[src/rtl/spi_seq_pkg.sv]
// Shared types and width helpers for the SPI frame sequencer.
package spi_seq_pkg;

  localparam int DATA_WIDTH_DEF = 16;

  typedef enum logic [1:0] {
    IDLE      = 2'd0,
    LAUNCH    = 2'd1,
    WAIT_DONE = 2'd2,
    GAP       = 2'd3
  } state_t;

  // Bits needed to index/count 0..n-1 (at least 1 bit).
  function automatic int cnt_width(input int n);
    return (n < 2) ? 1 : $clog2(n);
  endfunction

  // Bits needed to hold an occupancy of 0..depth.
  function automatic int occ_width(input int depth);
    return $clog2(depth + 1);
  endfunction

endpackage

[src/rtl/sync_fifo.sv]
// Single-clock FIFO with registered pointers/count; head is combinational
// and reads as zero while empty.
module sync_fifo
  import spi_seq_pkg::*;
#(
  parameter int WIDTH = 16,
  parameter int DEPTH = 4
) (
  input  logic                          clk,
  input  logic                          reset,
  input  logic                          push,
  input  logic [WIDTH-1:0]              push_data,
  input  logic                          pop,
  output logic [WIDTH-1:0]              head,
  output logic                          full,
  output logic                          empty,
  output logic [occ_width(DEPTH)-1:0]   count
);

  localparam int PTR_W = cnt_width(DEPTH);
  localparam int CNT_W = occ_width(DEPTH);

  logic [WIDTH-1:0] mem [DEPTH];
  logic [PTR_W-1:0] wr_ptr;
  logic [PTR_W-1:0] rd_ptr;
  logic             do_push;
  logic             do_pop;

  assign full    = (count == CNT_W'(DEPTH));
  assign empty   = (count == '0);
  assign do_push = push && !full;
  assign do_pop  = pop && !empty;
  assign head    = empty ? '0 : mem[rd_ptr];

  // DEPTH is a power of two, so the pointers wrap by natural overflow.
  always_ff @(posedge clk or negedge reset) begin
    if (!reset) begin
      wr_ptr <= '0;
      rd_ptr <= '0;
      count  <= '0;
    end else begin
      if (do_push) wr_ptr <= wr_ptr + PTR_W'(1);
      if (do_pop)  rd_ptr <= rd_ptr + PTR_W'(1);
      case ({do_push, do_pop})
        2'b10:   count <= count + CNT_W'(1);
        2'b01:   count <= count - CNT_W'(1);
        default: count <= count;
      endcase
    end
  end

  always_ff @(posedge clk) begin
    if (do_push) mem[wr_ptr] <= push_data;
  end

endmodule

[src/rtl/spi_frame_sequencer.sv]
// Buffers words into SPI frames, captures responses, enforces the
// inter-frame gap and watches for frames that never complete.
//
//   state     | meaning
//   ----------+------------------------------------------------------
//   IDLE      | wait for a TX word and (if capturing) RX space
//   LAUNCH    | one-cycle start pulse, pop TX, latch rx capture flag
//   WAIT_DONE | wait for rising edge of master done, or watchdog
//   GAP       | hold off GAP_CYCLES so the master is idle at next start
module spi_frame_sequencer
  import spi_seq_pkg::*;
#(
  parameter int DATA_WIDTH     = DATA_WIDTH_DEF,
  parameter int DEPTH          = 4,
  parameter int GAP_CYCLES     = 64,
  parameter int TIMEOUT_CYCLES = 2048
) (
  input  logic                  clk,
  input  logic                  reset,
  input  logic                  in_valid,
  input  logic [DATA_WIDTH-1:0] in_data,
  output logic                  in_ready,
  output logic                  out_valid,
  output logic [DATA_WIDTH-1:0] out_data,
  input  logic                  out_ready,
  input  logic                  cfg_rx_en,
  input  logic                  clear_err,
  output logic                  spi_tx_start,
  output logic                  spi_rx_start,
  output logic [DATA_WIDTH-1:0] spi_tx_data,
  input  logic                  spi_tx_done,
  input  logic                  spi_rx_valid,
  input  logic [DATA_WIDTH-1:0] spi_rx_data,
  output logic                  busy,
  output logic                  timeout_err
);

  localparam int GAP_W = cnt_width(GAP_CYCLES);
  localparam int TO_W  = cnt_width(TIMEOUT_CYCLES);
  localparam int CNT_W = occ_width(DEPTH);

  state_t                state;
  state_t                state_nxt;
  logic                  done_d;
  logic                  done_rise;
  logic                  rx_cap;
  logic [GAP_W-1:0]      gap_cnt;
  logic [TO_W-1:0]       to_cnt;
  logic                  to_hit;
  logic                  to_set;
  logic                  load_tx;

  logic                  tx_push;
  logic                  tx_pop;
  logic [DATA_WIDTH-1:0] tx_head;
  logic                  tx_full;
  logic                  tx_empty;
  logic [CNT_W-1:0]      tx_count_unused;

  logic                  rx_push;
  logic                  rx_pop;
  logic                  rx_full;
  logic                  rx_empty;
  logic [CNT_W-1:0]      rx_count_unused;

  // The master's rx_valid mirrors its done level; capture keys off the done edge.
  logic                  unused_rx_valid;
  assign unused_rx_valid = spi_rx_valid;

  assign in_ready  = !tx_full;
  assign out_valid = !rx_empty;
  assign tx_push   = in_valid && in_ready;
  assign rx_pop    = out_valid && out_ready;
  assign busy      = (state != IDLE);
  assign done_rise = spi_tx_done && !done_d;
  assign to_hit    = (to_cnt == TO_W'(TIMEOUT_CYCLES - 1));

  sync_fifo #(.WIDTH(DATA_WIDTH), .DEPTH(DEPTH)) u_tx_fifo (
    .clk       (clk),
    .reset     (reset),
    .push      (tx_push),
    .push_data (in_data),
    .pop       (tx_pop),
    .head      (tx_head),
    .full      (tx_full),
    .empty     (tx_empty),
    .count     (tx_count_unused)
  );

  sync_fifo #(.WIDTH(DATA_WIDTH), .DEPTH(DEPTH)) u_rx_fifo (
    .clk       (clk),
    .reset     (reset),
    .push      (rx_push),
    .push_data (spi_rx_data),
    .pop       (rx_pop),
    .head      (out_data),
    .full      (rx_full),
    .empty     (rx_empty),
    .count     (rx_count_unused)
  );

  always_comb begin
    state_nxt    = state;
    tx_pop       = 1'b0;
    rx_push      = 1'b0;
    to_set       = 1'b0;
    load_tx      = 1'b0;
    spi_tx_start = 1'b0;
    spi_rx_start = 1'b0;
    case (state)
      IDLE: begin
        if (!tx_empty && (!cfg_rx_en || !rx_full)) begin
          state_nxt = LAUNCH;
          load_tx   = 1'b1;
        end
      end
      LAUNCH: begin
        spi_tx_start = 1'b1;
        spi_rx_start = cfg_rx_en;
        tx_pop       = 1'b1;
        state_nxt    = WAIT_DONE;
      end
      WAIT_DONE: begin
        if (done_rise) begin
          rx_push   = rx_cap;
          state_nxt = GAP;
        end else if (to_hit) begin
          to_set    = 1'b1;
          state_nxt = GAP;
        end
      end
      GAP: begin
        if (gap_cnt == '0) state_nxt = IDLE;
      end
      default: state_nxt = IDLE;
    endcase
  end

  // The payload is loaded on entry to LAUNCH so it is valid alongside the start pulse.
  always_ff @(posedge clk or negedge reset) begin
    if (!reset) begin
      state       <= IDLE;
      done_d      <= 1'b0;
      rx_cap      <= 1'b0;
      gap_cnt     <= '0;
      to_cnt      <= '0;
      spi_tx_data <= '0;
      timeout_err <= 1'b0;
    end else begin
      state  <= state_nxt;
      done_d <= spi_tx_done;
      if (load_tx) spi_tx_data <= tx_head;
      if (state == LAUNCH) begin
        rx_cap <= cfg_rx_en;
        to_cnt <= '0;
      end else if (state == WAIT_DONE) begin
        to_cnt <= to_cnt + TO_W'(1);
      end
      if (state == GAP) gap_cnt <= gap_cnt - GAP_W'(1);
      else              gap_cnt <= GAP_W'(GAP_CYCLES - 1);
      if (to_set)         timeout_err <= 1'b1;
      else if (clear_err) timeout_err <= 1'b0;
    end
  end

endmodule

[config.mk]
export PLATFORM = sky130hd
export DESIGN_NAME = spi_frame_sequencer
export DESIGN_NICKNAME = d
export VERILOG_FILES = /design/src/rtl/spi_seq_pkg.sv /design/src/rtl/sync_fifo.sv /design/src/rtl/spi_frame_sequencer.sv
export SDC_FILE = /design/constraint.sdc
export NUM_CORES = 1
export LEC_CHECK = 0
export BUFFER_PORTS_ARGS = -buffer_cell sky130_fd_sc_hd__clkbuf_2
export CAP_MARGIN = 20
export CORE_UTILIZATION = 50
export DETAILED_ROUTE_END_ITERATION = 16
export PLACE_DENSITY = 0.7
export SLEW_MARGIN = 10
export SYNTH_ARGS = -nofsm -noshare
export SYNTH_HDL_FRONTEND = slang
export SYNTH_SLANG_ARGS = --single-unit
[constraint.sdc]
create_clock -name clk -period 5.5 [get_ports clk]
set_input_delay 0.275 -clock clk [delete_from_list [all_inputs] [get_ports clk]]
set_output_delay 0.275 -clock clk [all_outputs]
set_load 0.005 [all_outputs]
==> results.json <==
{
  "postSynth.asyncResetShare": 0.289,
  "gp_congestion": 0.726,
  "synthFlopType": "edfxtp_1",
  "crit_path_start_kind": "register",
  "setup_violations": 0,
  "preCtsSetupSlack_ps": 2980,
  "setup_ws_ps": 3000,
  "min_path_type": "input port to register",
  "path_class": "register to register",
  "layout_common_cells": "edfxtp_1 (128), clkbuf_2 (76), dfrtp_1 (52), mux4_2 (32), and2_1 (23)",
  "p_per_area_mw_per_mm2": 515,
  "clkLatencyLatePin_ps": 430,
  "avgSynthCellArea_um2": 17.8,
  "slew-limit-headroom": 0.378,
  "core_mm2": 0.0141,
  "synth-edff-count": 128,
  "post-dp-hpwl_um": 7720,
  "io_buffers": 76,
  "hold-worst-slack_ps": 60.6,
  "nNetsFinal": 556,
  "end_kind": "register",
  "cts.htree.levels": 4,
  "fin_crit_ps": 2500,
  "mostFrequentLayoutCell": "edfxtp_1",
  "ys_ff_latch": 180,
  "drt-wirelength-per-cell_um": 17.8,
  "ys_seq_area_frac": 0.703,
  "cts_tree": "done",
  "cts_num_sinks": 180,
  "finalCritPeriodShare": 0.455,
  "antenna_found_initial": 0,
  "grt_max_degree": 53,
  "cp.required_ps": 5850,
  "cts.path.max_buffers": 2,
  "gr-total-overflow": 0,
  "regToRegSetupSlack_ps": 3000,
  "area_growth_pct": 15.4,
  "rsz0062_at_grt": "no",
  "ir_drop_uv": 293,
  "place_inst": 656,
  "nFillCells": 1050,
  "synth_area_mm2": 0.00732,
  "firstDrtPassIters": 4,
  "drv_cap": 0,
  "final_antenna_net_count": 0,
  "whs_path_depth": 1,
  "die_h_um": 123,
  "path_cells": "inv_1, ha_1, nor2b_1, ha_1, inv_1, fa_1, xor2_1, nor2_1, xor2_1",
  "grt_pass1_wl_um": 19800,
  "die_w_um": 123,
  "diodes": 0,
  "report.final.hold_viol_count": 0,
  "final_cells": 689,
  "path_max_fanout": 15,
  "yosys-top-cells-area": "edfxtp_1 (53%), dfrtp_1 (18%), mux4_2 (9.8%), ha_1 (2.9%), mux2_2 (2.0%)",
  "drt-total-wl_um": 12300,
  "via_per_inst": 5.41,
  "rows": 43,
  "ff2ff_path_depth": 9,
  "cts_root_buf": "clkbuf_16",
  "cp_slowest_cell": "ha_1",
  "ys_warn_count": 0,
  "crit_arrival_ps": 2850,
  "die-area_mm2": 0.0151,
  "fmax_mhz": 400,
  "clk_pin_slew_ps": 70,
  "synth_top_cell_area_share": 0.525,
  "critPathMaxStageDelay_ps": 490,
  "tightestPinTransition_ps": 933,
  "dr_total_vias": 3726,
  "layout-drive-gt1-share": 0.318,
  "initial_utilization": 0.519,
  "fin_skew_ps": 8.48,
  "ctsResizeCount": 0,
  "first_global_vias": 3869,
  "syn_nets": 469,
  "grtUsageTotal": 0.181,
  "cts_made_buffers": 17,
  "leakage_nw": 3.19,
  "setup_tns_ps": 0,
  "status": "finished, final reports clean",
  "drtIter0Drc": 171,
  "synthDistinctLibCells": 47,
  "report.final.slew_viol_count": 0,
  "ios": 78,
  "synth_top_area_cell": "edfxtp_1",
  "syn_inst": 410,
  "route.detailed.drc": 0
}
-- logic make-up (layout without fill, tap and decap cells) --
| kind of cell | count (synthesis) | after routing | synth area share |
|---|---|---|---|
| xor+xnor | 18 | 18 | 0.0215 |
| compound gates | 25 | 25 | 0.0253 |
| fa+ha+maj | 19 | 19 | 0.0345 |
| simple gates | 77 | 77 | 0.0600 |
| mux | 54 | 54 | 0.132 |
| flops | 180 | 180 | 0.703 |
| buf+inv | 37 | 136 | 0.0231 |
-- where the power goes --
group          switching [mW]  internal [mW]  leakage, nW
registers               0.224           1.73         1.77
logic                   0.597          0.685         1.16
clock network           0.490          0.620        0.257
total                    1.31           3.04         3.19
-- metal layers --
| metal | vias up | routed length [µm] | GRT usage | share of wire |
|---|---|---|---|---|
| li1 | 1714 | - | - | - |
| met1 | 1918 | 5150 | 0.221 | 0.42 |
| met2 | 76 | 6290 | 0.304 | 0.51 |
| met3 | 18 | 593 | 0.0507 | 0.048 |
| met4 | 0 | 246 | 0.0738 | 0.020 |
| met5 | - | 0 | 0 | 0 |
-- critical path, delay by kind of cell, from the launching register on --
family | cells | cell delay [ps]
adder cells (fa/ha/maj) | 3 | 1100
XOR/XNOR | 2 | 300
buffers and inverters | 2 | 150
AND/OR/NAND/NOR | 2 | 450
flip-flops | 1 | 410
-- Yosys cell counts, types with 3 or more instances --
cell,number
dfrtp_1,52
buf_2,3
o21ai_1,5
mux2i_1,3
edfxtp_1,128
ha_1,17
nand2_1,17
xor2_1,7
o21ai_0,4
xnor2_1,11
and2_1,23
mux4_2,32
a22o_1,3
and3_1,6
a21oi_1,5
clkbuf_1,5
buf_4,3
nor3_1,3
nor2_1,10
mux2_1,5
inv_1,22
mux2_2,13
-- final timing paths --
| kind | start | endpoint |
|---|---|---|
| setup / recovery | state[1] | u_tx_fifo.count[2] |
| hold / removal | in_data[11] | u_tx_fifo.mem[1][11] |
| setup reg to reg | state[1] | u_tx_fifo.count[2] |
| hold reg to reg | gap_cnt[0] | gap_cnt[0] |
| max in group asynchronous | reset | done_d |
| min in group asynchronous | reset | spi_tx_data[0] |
-- cell type report --
class / instances / area (µm²) / area share
multi-input combinational: 193 / 2000 / 0.237
clock inverter: 12 / 105 / 0.0124
tap: 180 / 225 / 0.0267
timing repair buffer: 81 / 443 / 0.0525
sequential: 180 / 5140 / 0.609
inverter: 24 / 90.1 / 0.0107
clock buffer: 19 / 433 / 0.0513
-- timing repair --
action                                 in CTS  in global routing
endpoints found under the hold margin       9                  0
hold buffers                                2                  0
setup buffers                               0                  0
-- state kept, by name (all words and copies together), names as in the netlist, 3 cells and up --
register / flops
to_cnt: 11
u_rx_fifo.count: 3
u_tx_fifo.count: 3
spi_tx_data: 16
u_rx_fifo.mem: 64
gap_cnt: 6
u_tx_fifo.mem: 64
-- stage by stage --
stage           util  power [mW]  area (µm²)
6_report       0.599        4.35        8440
5_1_grt        0.599        4.62        8440
4_1_cts        0.599        4.41        8440
3_5_place_dp   0.559        3.29        7890
3_3_place_gp   0.558        3.20        7860
2_1_floorplan      -        2.87        7320
(Power assumes the default switching activity.)
